<file path="config.mk">
export PLATFORM = sky130hd
export DESIGN_NAME = osc_spin_readout
export DESIGN_NICKNAME = d
export VERILOG_FILES = /design/src/rtl/osc_spin_readout.sv
export SDC_FILE = /design/constraint.sdc
export NUM_CORES = 1
export LEC_CHECK = 0
export CAP_MARGIN = 40
export CORE_ASPECT_RATIO = 1.5
export CORE_MARGIN = 5
export CORE_UTILIZATION = 50
export DETAILED_ROUTE_END_ITERATION = 10
export GPL_TIMING_DRIVEN = 1
export PLACE_DENSITY = 0.79
export RECOVER_POWER = 100
export SLEW_MARGIN = 20
export SYNTH_ARGS = -nofsm -noshare
export SYNTH_HDL_FRONTEND = slang
export SYNTH_SLANG_ARGS = --single-unit
export TNS_END_PERCENT = 20
</file>
<file path="constraint.sdc">
create_clock -name clk -period 2.61 [get_ports clk]
set_input_delay 0.261 -clock clk [delete_from_list [all_inputs] [get_ports clk]]
set_output_delay 0.261 -clock clk [all_outputs]
set_load 0.03 [all_outputs]
</file>
<file path="src/rtl/osc_spin_readout.sv">
// Oscillator spin readout: synchronises N oscillator outputs, counts per-oscillator
// disagreement with oscillator 0 over a fixed window and resolves binary spins.

module osc_spin_lane #(
  parameter int CW     = 9,
  parameter int WINDOW = 256
) (
  input  logic          clk,
  input  logic          rst,
  input  logic          clr,
  input  logic          en,
  input  logic          last,
  input  logic          mis,
  output logic [CW-1:0] cnt,
  output logic          spin
);
  localparam logic [CW-1:0] HALF = CW'(WINDOW / 2);

  logic [CW-1:0] cnt_nxt;
  assign cnt_nxt = cnt + CW'(mis);

  // The spin decision includes the final window sample, hence cnt_nxt.
  always_ff @(posedge clk) begin
    if (rst) begin
      cnt  <= '0;
      spin <= 1'b0;
    end else begin
      if (clr)     cnt <= '0;
      else if (en) cnt <= cnt_nxt;
      if (en && last) spin <= (cnt_nxt > HALF);
    end
  end
endmodule

module osc_spin_readout #(
  parameter  int N      = 3,
  parameter  int WINDOW = 256,
  parameter  int SETTLE = 16,
  localparam int CW     = $clog2(WINDOW + 1)
) (
  input  logic            clk,
  input  logic            rst,
  input  logic            start,
  input  logic [N-1:0]    osc_in,
  output logic            busy,
  output logic            done,
  output logic [N-1:0]    spins,
  output logic [N*CW-1:0] counts
);
  localparam int TMAX = (SETTLE > WINDOW) ? SETTLE : WINDOW;
  localparam int TW   = $clog2(TMAX + 1);

  typedef enum logic [1:0] {ST_IDLE, ST_SETTLE, ST_MEAS, ST_DONE} state_t;

  state_t               state;
  logic [TW-1:0]        timer;
  logic [N-1:0]         sync1, sync;
  logic [N-1:0][CW-1:0] cnt;
  logic                 clr, en, last;

  always_ff @(posedge clk) begin
    if (rst) begin
      sync1 <= '0;
      sync  <= '0;
    end else begin
      sync1 <= osc_in;
      sync  <= sync1;
    end
  end

  always_ff @(posedge clk) begin
    if (rst) begin
      state <= ST_IDLE;
      timer <= '0;
      busy  <= 1'b0;
      done  <= 1'b0;
    end else begin
      done <= 1'b0;
      case (state)
        ST_IDLE:
          if (start) begin
            state <= ST_SETTLE;
            timer <= TW'(SETTLE - 1);
            busy  <= 1'b1;
          end
        ST_SETTLE:
          if (timer == '0) begin
            state <= ST_MEAS;
            timer <= TW'(WINDOW - 1);
          end else begin
            timer <= timer - TW'(1);
          end
        ST_MEAS:
          if (timer == '0) begin
            state <= ST_DONE;
            done  <= 1'b1;
          end else begin
            timer <= timer - TW'(1);
          end
        ST_DONE: begin
          state <= ST_IDLE;
          busy  <= 1'b0;
        end
        default: state <= ST_IDLE;
      endcase
    end
  end

  assign clr  = (state == ST_IDLE) && start;
  assign en   = (state == ST_MEAS);
  assign last = (timer == '0);

  // Oscillator 0 is the phase reference: never counts, always spin 0.
  assign cnt[0]   = '0;
  assign spins[0] = 1'b0;

  for (genvar i = 1; i < N; i++) begin : g_lane
    osc_spin_lane #(.CW(CW), .WINDOW(WINDOW)) u_lane (
      .clk  (clk),
      .rst  (rst),
      .clr  (clr),
      .en   (en),
      .last (last),
      .mis  (sync[i] ^ sync[0]),
      .cnt  (cnt[i]),
      .spin (spins[i])
    );
  end

  assign counts = cnt;
endmodule
</file>
# Word-level counts from Yosys, hierarchy flattened
# Cells that the tools add are included.
dict set report classes {
  n_eq_ne 7
  add_sub_neg 3
  n_lt_le_gt_ge 2
  muxes 11
  n_reduce_logical 11
  bitwise_logic 3
}
# operator count
set op_table {}
lappend op_table {{$mux W9} 3}
lappend op_table {{$pmux W9 S3} 1}
lappend op_table {{$add A9 B1 Y9} 2}
lappend op_table {{$gt A9 B8 Y1 const B} 2}
lappend op_table {{$logic_not A9 Y1} 1}
lappend op_table {{$sub A9 B1 Y9 const B} 1}
lappend op_table {{$pmux W2 S4} 1}
lappend op_table {{$mux W2} 3}
lappend op_table {{$ne A2 B2 Y1 const B} 3}
lappend op_table {{$reduce_and A3 Y1} 2}
lappend op_table {{$eq A2 B2 Y1 const B} 2}
lappend op_table {{$reduce_or A2 Y1} 2}
lappend op_table {{$reduce_bool A3 Y1} 1}
lappend op_table {{$eq A2 B1 Y1 const B} 1}
lappend op_table {{$logic_and A1 B1 Y1} 2}
lappend op_table {{$logic_not A2 Y1} 1}
lappend op_table {{$mux W1} 2}
lappend op_table {{$ne A2 B1 Y1 const B} 1}
lappend op_table {{$pmux W1 S2} 1}
lappend op_table {{$reduce_and A2 Y1} 1}
lappend op_table {{$reduce_bool A2 Y1} 1}
lappend op_table {{$xor A1 B1 Y1} 2}
lappend op_table {{$not A1 Y1} 1}
dict set report totals {
  regBits 39
  inputBits 6
}

# Longest topological paths before layout
# Gate-level depths: netlist (run 1).
dict set report logic_depth {
  ltp_word 3
  depth_mapped 8
  mapped_depth_nobuf 8
}

# Hierarchy
# Synthesis (run 1) repeated with hierarchy kept, for this count alone.
dict set report unflattened {
  cells_unflattened 251
  hier_area_um2 2228.4
}
# mod cells_per_inst area_each_um2 instances
set by_module_without_submodules {}
lappend by_module_without_submodules {osc_spin_lane 63 571.8 2}
lappend by_module_without_submodules {osc_spin_readout 125 1084.8 1}

# Least setup slack after synthesis (run 1)
# OpenSTA, ideal clock, no wires.
dict set report synth_timing {
  path_kind {flip-flop to flip-flop}
  from {register timer[0]}
  to {register timer[3]}
  period_less_slack_ps 2104
  required_time_ps 2522
  path_buffers 0
  setup_ps 88
  path_slack_ps 506
  arrival_ps 2016
  stages_incl_launch_ff 8
  path_cell_list {dfxtp_1 > inv_1 > ha_1 > or4b_4 > or3_4 > o2111ai_4 > nor2_2 > nor4_2}
}
dict set report synth_via {
  elab_chain_cells 3
  word_cells_on_any_way 7
}
# element line_no
set synth_rtl {}
lappend synth_rtl {{start: declaration} 56} ;# logic [TW-1:0] timer;
lappend synth_rtl {{start signal: assignment} 83} ;# timer <= TW'(SETTLE - 1);
lappend synth_rtl {{start signal: assignment} 89} ;# timer <= TW'(WINDOW - 1);
lappend synth_rtl {{start signal: assignment} 91} ;# timer <= timer - TW'(1);
lappend synth_rtl {{$sub A9 B1 Y9 or $logic_not A9 Y1 (tied branches)} --}
lappend synth_rtl {{$mux W9 (tied with other cells)} 94} ;# if (timer == '0) begin
lappend synth_rtl {{$pmux W9 S3 or $reduce_and A3 Y1 (tied branches)} --}
# Several ways; a longest one is shown, not always the timed one. The select of a mux whose other input is x is not followed.
# A chain may end at the register's enable or synchronous reset.

# Worst setup path in the final report (run 1)
dict set report layout_timing {
  from {register timer[0]}
  to {register g_lane[1].u_lane.spin}
}
dict set report layout_via {
  elab_chain_cells 2
}
# element line_no
set layout_rtl {}
lappend layout_rtl {{$logic_not A9 Y1} 111} ;# assign last = (timer == '0);
lappend layout_rtl {{$logic_and A1 B1 Y1} 30} ;# if (en && last) spin <= (cnt_nxt > HALF);
lappend layout_rtl {{end signal: assignment} 30}
lappend layout_rtl {{end: declaration} 15} ;# output logic spin
# Every way passes these cells.

==> results.yml, run 1 <==
final_layout:
  final_util: 0.581
  area_growth_pct: 14.0
  num-fill-cells: 404
  nets: 291
  multiInputGateArea_sq_um: 1190
  drive_above_1_share: 0.0433
  antenna_cells: 0
  regArea_sq_um: 781
die:
  die_h_um: 89.9
  coreArea_sq_um: 4170
  pin_count: 38
  die_width_um: 63.3
  start_util: 0.510
  fp.dieArea_sq_um: 5690
  rows: 29
placement:
  gp_congestion: 0.841
  hpwlAfterDp_um: 3030
  io_buffers: 27
  pre_cts_ws_ns: 0.370
worst_setup_path:
  cp.required_ns: 2.85
  cp_max_fo: 8
  worstSetupEndpointType: "flip-flop"
  critPathLaunchType: "flip-flop"
  worstPathArrival_ns: 2.57
  crit_type: "reg -> reg"
clocking:
  clock_latency_ns: 0.30
  cts_resized: 0
  cts_tree: "built"
  cts-buffers-inserted: 5
  root_buffer: "clkbuf_8"
  cts.path.max_buffers: 2
  clk_pin_slew_ns: 0.07
  htree_levels: 2
  ctsHoldBuffers: 0
  postCtsSetupRepairBufs: 0
  cts_sinks: 39
global_route:
  antenna_found_initial: 0
  grt_usage: 0.150
  grt_pass1_wl_um: 7100
  grt_pass1_vias: 1738
  grt_max_degree: 21
  overflow: 0
route:
  routed_wl_um: 4170
  avgViaCountPerCell: 5.59
  antenna_left: 0
  wire_per_inst_um: 12.9
  post-route-drc-count: 0
  drt_pass1_iterations: 4
  vias: 1805
  drtIter0Drc: 95
synthesis:
  synth-async-reset-ratio: 0
  netlist_instances: 255
  synthFlopType: "dfxtp_1"
  ys_types: 42
  seq_area_frac_synth: 0.367
  synth_edf_count: 0
  ys_ff_latch: 39
  yosysWarnings: 0
  syn_avg_cell_area_sq_um: 8.34
  netlist_area_sq_um: 2130
timing:
  finalWorstSetupSlack_ns: 0.279
  finalHoldViolCount: 0
  worst_pin_slew_ns: 0.578
  drv_slew: 0
  max_slew_margin: 0.615
  fin_worst_skew_ns: 0.0112
  setup_viol: 0
  finalCritPeriodShare: 0.893
  rsz0062_at_grt: "false"
  max_clock_freq_mhz: 429
  fin_crit_ns: 2.33
  finalSetupTns_ns: 0
power:
  p_leak_nw: 1.00
  pwr_density_cell_nw_per_um2: 784
  ir_worst_vdd_mv: 0.730
hold_path:
  min_path_type: "reg -> reg"
run:
  drv_cap: 0
outcome:
  status: "complete, no violations"
flip-flops by register name (all words and copies together), names as in the netlist:
signal,flops
g_lane.u_lane.cnt,18
sync1,3
busy,1
state,2
g_lane.u_lane.spin,2
done,1
timer,9
sync,3
final cells by class:
cell class,instances,area share
tap,46,0.0237
sequential,39,0.322
clock buffer,6,0.0299
clock inverter,2,0.00516
multi-input combinational,194,0.492
inverter,7,0.0108
timing repair buffer,29,0.116
where the power goes:
group / total [mW] / internal, mW / switching [mW] / leakage (nW)
combinational: 0.772 / 0.287 / 0.485 / 0.645
clock: 0.406 / 0.187 / 0.219 / 0.0412
sequential: 0.724 / 0.660 / 0.0639 / 0.317
total: 1.90 / 1.13 / 0.768 / 1.00
worst max-delay path: stages, from the launching register on:
cell and delay, ns:
dfxtp_1 0.34, inv_1 0.07, ha_1 0.27, or4b_1 0.50, or3_1 0.42, nor3b_1 0.39
a22o_1 0.19, a31o_2 0.09
cell usage in the layout (no fill, tap or decap), types with 2 or more instances in the layout:
master	instances
a211oi_1	3
a21o_1	3
a21oi_1	17
a22o_1	3
a31oi_1	4
and3_1	5
clkbuf_1	2
clkbuf_8	5
clkdlybuf4s50_1	4
conb_1	10
dfxtp_1	39
dlygate4sd3_1	23
ha_1	9
inv_1	7
mux2i_1	5
nand2_1	15
nand3_1	6
nand4_1	7
nor2_1	34
nor2b_1	7
nor3_1	10
nor3b_1	2
o21ai_0	11
o22ai_1	2
or3_1	6
xnor2_1	6
xor2_1	15
Yosys cell counts, drive strengths merged, types with 2 or more instances:
| cell type | count | area (sq um) |
|---|---|---|
| mux2i | 5 | 50.1 |
| a21oi | 17 | 85.1 |
| xnor2 | 6 | 52.6 |
| a211oi | 3 | 22.5 |
| or3 | 6 | 42.5 |
| inv | 7 | 26.3 |
| xor2 | 15 | 131 |
| nor3 | 10 | 50.1 |
| o22ai | 2 | 12.5 |
| o21ai | 11 | 55.1 |
| nand2 | 15 | 56.3 |
| nand3 | 6 | 30.0 |
| nor3b | 2 | 20.0 |
| dfxtp | 39 | 781 |
| nor4 | 2 | 18.8 |
| buf | 15 | 101 |
| nand4 | 7 | 43.8 |
| clkbuf | 9 | 33.8 |
| ha | 9 | 113 |
| a31oi | 4 | 25.0 |
| nor2 | 35 | 134 |
| and3 | 5 | 31.3 |
| nor2b | 7 | 43.8 |
| a22o | 3 | 26.3 |
| a21o | 3 | 22.5 |
worst paths after layout:
kind                            cells after the start      from  slack [ns]               endpoint
worst max-delay path                                7  timer[0]        0.28  g_lane[1].u_lane.spin
worst min-delay path                                1  sync1[1]        0.44                sync[1]
worst max register to register                      7  timer[0]        0.28  g_lane[1].u_lane.spin
worst min register to register                      1  sync1[1]        0.44                sync[1]
kinds of logic after synthesis:
logic type,share of synthesized area
XOR/XNOR,0.0865
AO/OA/AOI/OAI,0.149
flip-flops,0.367
other,0.00176
adder cells (fa/ha/maj),0.0529
buffers and inverters,0.0759
multiplexers,0.0235
AND/OR/NAND/NOR,0.243
stage by stage:
stage               total power [mW]  instances  area, sq um  hold slack, ns
floorplan                       1.40        264         2160           0.351
global placement                1.54        315         2370           0.417
detailed placement              1.56        315         2370           0.424
CTS                             1.96        323         2450           0.443
global route                    2.04        323         2420           0.458
finish                          1.90        323         2420           0.439
routing by layer:
metal	part of all wire	global-route usage
met2	0.53	0.271
met5	0	0
met3	0.060	0.0411
met1	0.40	0.144
met4	0.014	0.101
(Power assumes the default switching activity.)
==> run 2: changes to the inputs <==
--- a/config.mk
+++ b/config.mk
@@ -6,11 +6,10 @@
 export NUM_CORES = 1
 export LEC_CHECK = 0
 export CAP_MARGIN = 40
-export CORE_ASPECT_RATIO = 1.5
 export CORE_MARGIN = 5
 export CORE_UTILIZATION = 50
 export DETAILED_ROUTE_END_ITERATION = 10
-export GPL_TIMING_DRIVEN = 1
+export GPL_TIMING_DRIVEN = 0
 export PLACE_DENSITY = 0.79
 export RECOVER_POWER = 100
 export SLEW_MARGIN = 20
==> results.yml, run 2 (synthesis gave the netlist of run 1 again) <==
final_layout:
  drive_above_1_share: 0.0803
  fin_area_sq_um: 2610
  num-fill-cells: 371
  layout_common_cells: "dfxtp_1 (39), nor2_1 (34), dlygate4sd3_1 (23)"
  area_growth_pct: 22.5
  regArea_sq_um: 781
  multiInputGateArea_sq_um: 1200
  nets: 313
  regMostFlops: "g_lane.u_lane.cnt"
  largest_reg_flops: 18
  top_regs: "g_lane.u_lane.cnt (18), timer (9)"
  final_util: 0.642
  antenna_cells: 0
  layout_commonest_cell: "dfxtp_1"
global_route:
  grt_usage: 0.172
  grt_pass1_wl_um: 7490
  grt_pass1_vias: 1691
  antenna_found_initial: 0
  overflow: 0
  grt_max_degree: 13
die:
  die_width_um: 75.2
  fp.dieArea_sq_um: 5660
  coreArea_sq_um: 4060
  start_util: 0.524
  die_h_um: 75.2
  rows: 23
  pin_count: 38
timing:
  drv_slew: 0
  finalSetupTns_ns: 0
  finalCritPeriodShare: 0.906
  max_slew_margin: 0.623
  fin_crit_ns: 2.37
  worst_pin_slew_ns: 0.565
  fin_worst_skew_ns: 0.00871
  max_clock_freq_mhz: 423
  setup_viol: 0
  finalHoldViolCount: 0
  rsz0062_at_grt: "false"
placement:
  io_buffers: 27
  dpl_cell_area_sq_um: 2490
  gp_congestion: 0.839
  hpwlAfterDp_um: 3250
worst_setup_path:
  reg2reg_to: "g_lane[1].u_lane.spin"
  rr_worst_depth: 7
  r2r_start: "timer[0]"
  rrSetupSlack_ns: 0.24
  cp_max_fo: 8
  cp_slowest_stage_delay_ns: 0.51
  crit_type: "reg -> reg"
  critPathLaunchType: "flip-flop"
  worstPathArrival_ns: 2.60
  worstSetupEndpointType: "flip-flop"
  path_cells: "inv_1 > ha_1 > or4b_1 > or3_4 > nor3b_1 > a22o_1 > a31o_2"
  critPathSlowestCell: "or4b_1"
  cp.required_ns: 2.85
route:
  drt_pass1_iterations: 4
  drtIter0Drc: 86
  vias: 1868
  wire_per_inst_um: 12.7
  antenna_left: 0
  post-route-drc-count: 0
  avgViaCountPerCell: 5.35
  routed_wl_um: 4430
clocking:
  cts-buffers-inserted: 5
  clock_latency_ns: 0.30
  root_buffer: "clkbuf_8"
  clk_pin_slew_ns: 0.08
  postCtsSetupRepairBufs: 0
  cts.path.max_buffers: 2
  cts_sinks: 39
  cts_tree: "built"
  ctsHoldBuffers: 0
  htree_levels: 2
  cts_resized: 0
run:
  drv_cap: 0
power:
  intPower_mw: 1.35
  combPwrFrac: 0.381
  power_frac_seq: 0.339
  clkPwrFrac: 0.280
  p_leak_nw: 1.10
  swShare: 0.368
  pwr_density_cell_nw_per_um2: 820
  switching_power_uw: 787
  ir_worst_vdd_mv: 0.695
hold_path:
  min_to: "sync[1]"
  min_path_type: "reg -> reg"
  hold_depth: 1
  hold_start: "sync1[1]"
outcome:
  status: "complete, no violations"
==> run 2: changes by cell type in the layout (fill, tap and decap cells not counted) <==
cell | before | now
bufinv_16 | 0 | 2
or3_1 | 6 | 5
or3_4 | 0 | 1
clkbuf_1 | 2 | 13
clkinv_2 | 1 | 0
clkinvlp_4 | 1 | 0
buf_4 | 1 | 12
==> run 2: power by group through the flow <==
stage,logic (mW),registers (mW),clock network [mW]
final,0.813,0.724,0.599
after global routing,0.914,0.736,0.632
after CTS,0.848,0.724,0.611
after detailed placement,0.840,0.737,0
after global placement,0.823,0.733,0
after floorplan,0.665,0.737,0
==> run 2: metal layers <==
| layer | global-route usage | up-vias | share of wire |
|---|---|---|---|
| met2 | 0.279 | 53 | 0.46 |
| met4 | 0.0718 | 0 | 0.022 |
| met5 | 0 | - | 0 |
| li1 | - | 955 | - |
| met3 | 0.0521 | 8 | 0.068 |
| met1 | 0.210 | 852 | 0.45 |
==> run 2: through the flow <==
| step | hold slack, ns | total power, mW | instances | setup slack [ns] |
|---|---|---|---|---|
| finish | 0.443 | 2.14 | 349 | 0.244 |
| global route | 0.461 | 2.28 | 349 | 0.0966 |
| CTS | 0.445 | 2.18 | 349 | 0.293 |
| detailed placement | 0.426 | 1.58 | 341 | 0.322 |
| global placement | 0.419 | 1.56 | 341 | 0.357 |
| floorplan | 0.351 | 1.40 | 264 | 0.506 |
==> run 2: critical path, delay by kind of cell, from the launching register on <==
| kind | cells | cell delay, ns |
|---|---|---|
| simple gates | 3 | 1.32 |
| flops | 1 | 0.34 |
| compound gates | 2 | 0.30 |
| fa+ha+maj | 1 | 0.28 |
| buf+inv | 1 | 0.07 |
==> run 2: cell type report <==
class / count / area share
multi-input cells: 194 / 0.460
flip-flops and latches: 39 / 0.300
repair buffers: 27 / 0.104
plain buffers: 24 / 0.0518
clock buffers: 6 / 0.0278
well taps: 50 / 0.0240
clock inverters: 2 / 0.0230
inverters: 7 / 0.0101
==> run 2: how the worst max path moves through the flow <==
stage | slack (ns) | start | to
6_report | 0.24 | timer[0] | g_lane[1].u_lane.spin
5_1_grt | 0.1 | timer[0] | g_lane[1].u_lane.spin
4_1_cts | 0.29 | timer[0] | g_lane[1].u_lane.spin
3_5_place_dp | 0.32 | timer[0] | g_lane[1].u_lane.spin
3_3_place_gp | 0.36 | timer[0] | g_lane[1].u_lane.spin
2_1_floorplan | 0.51 | timer[0] | timer[3]
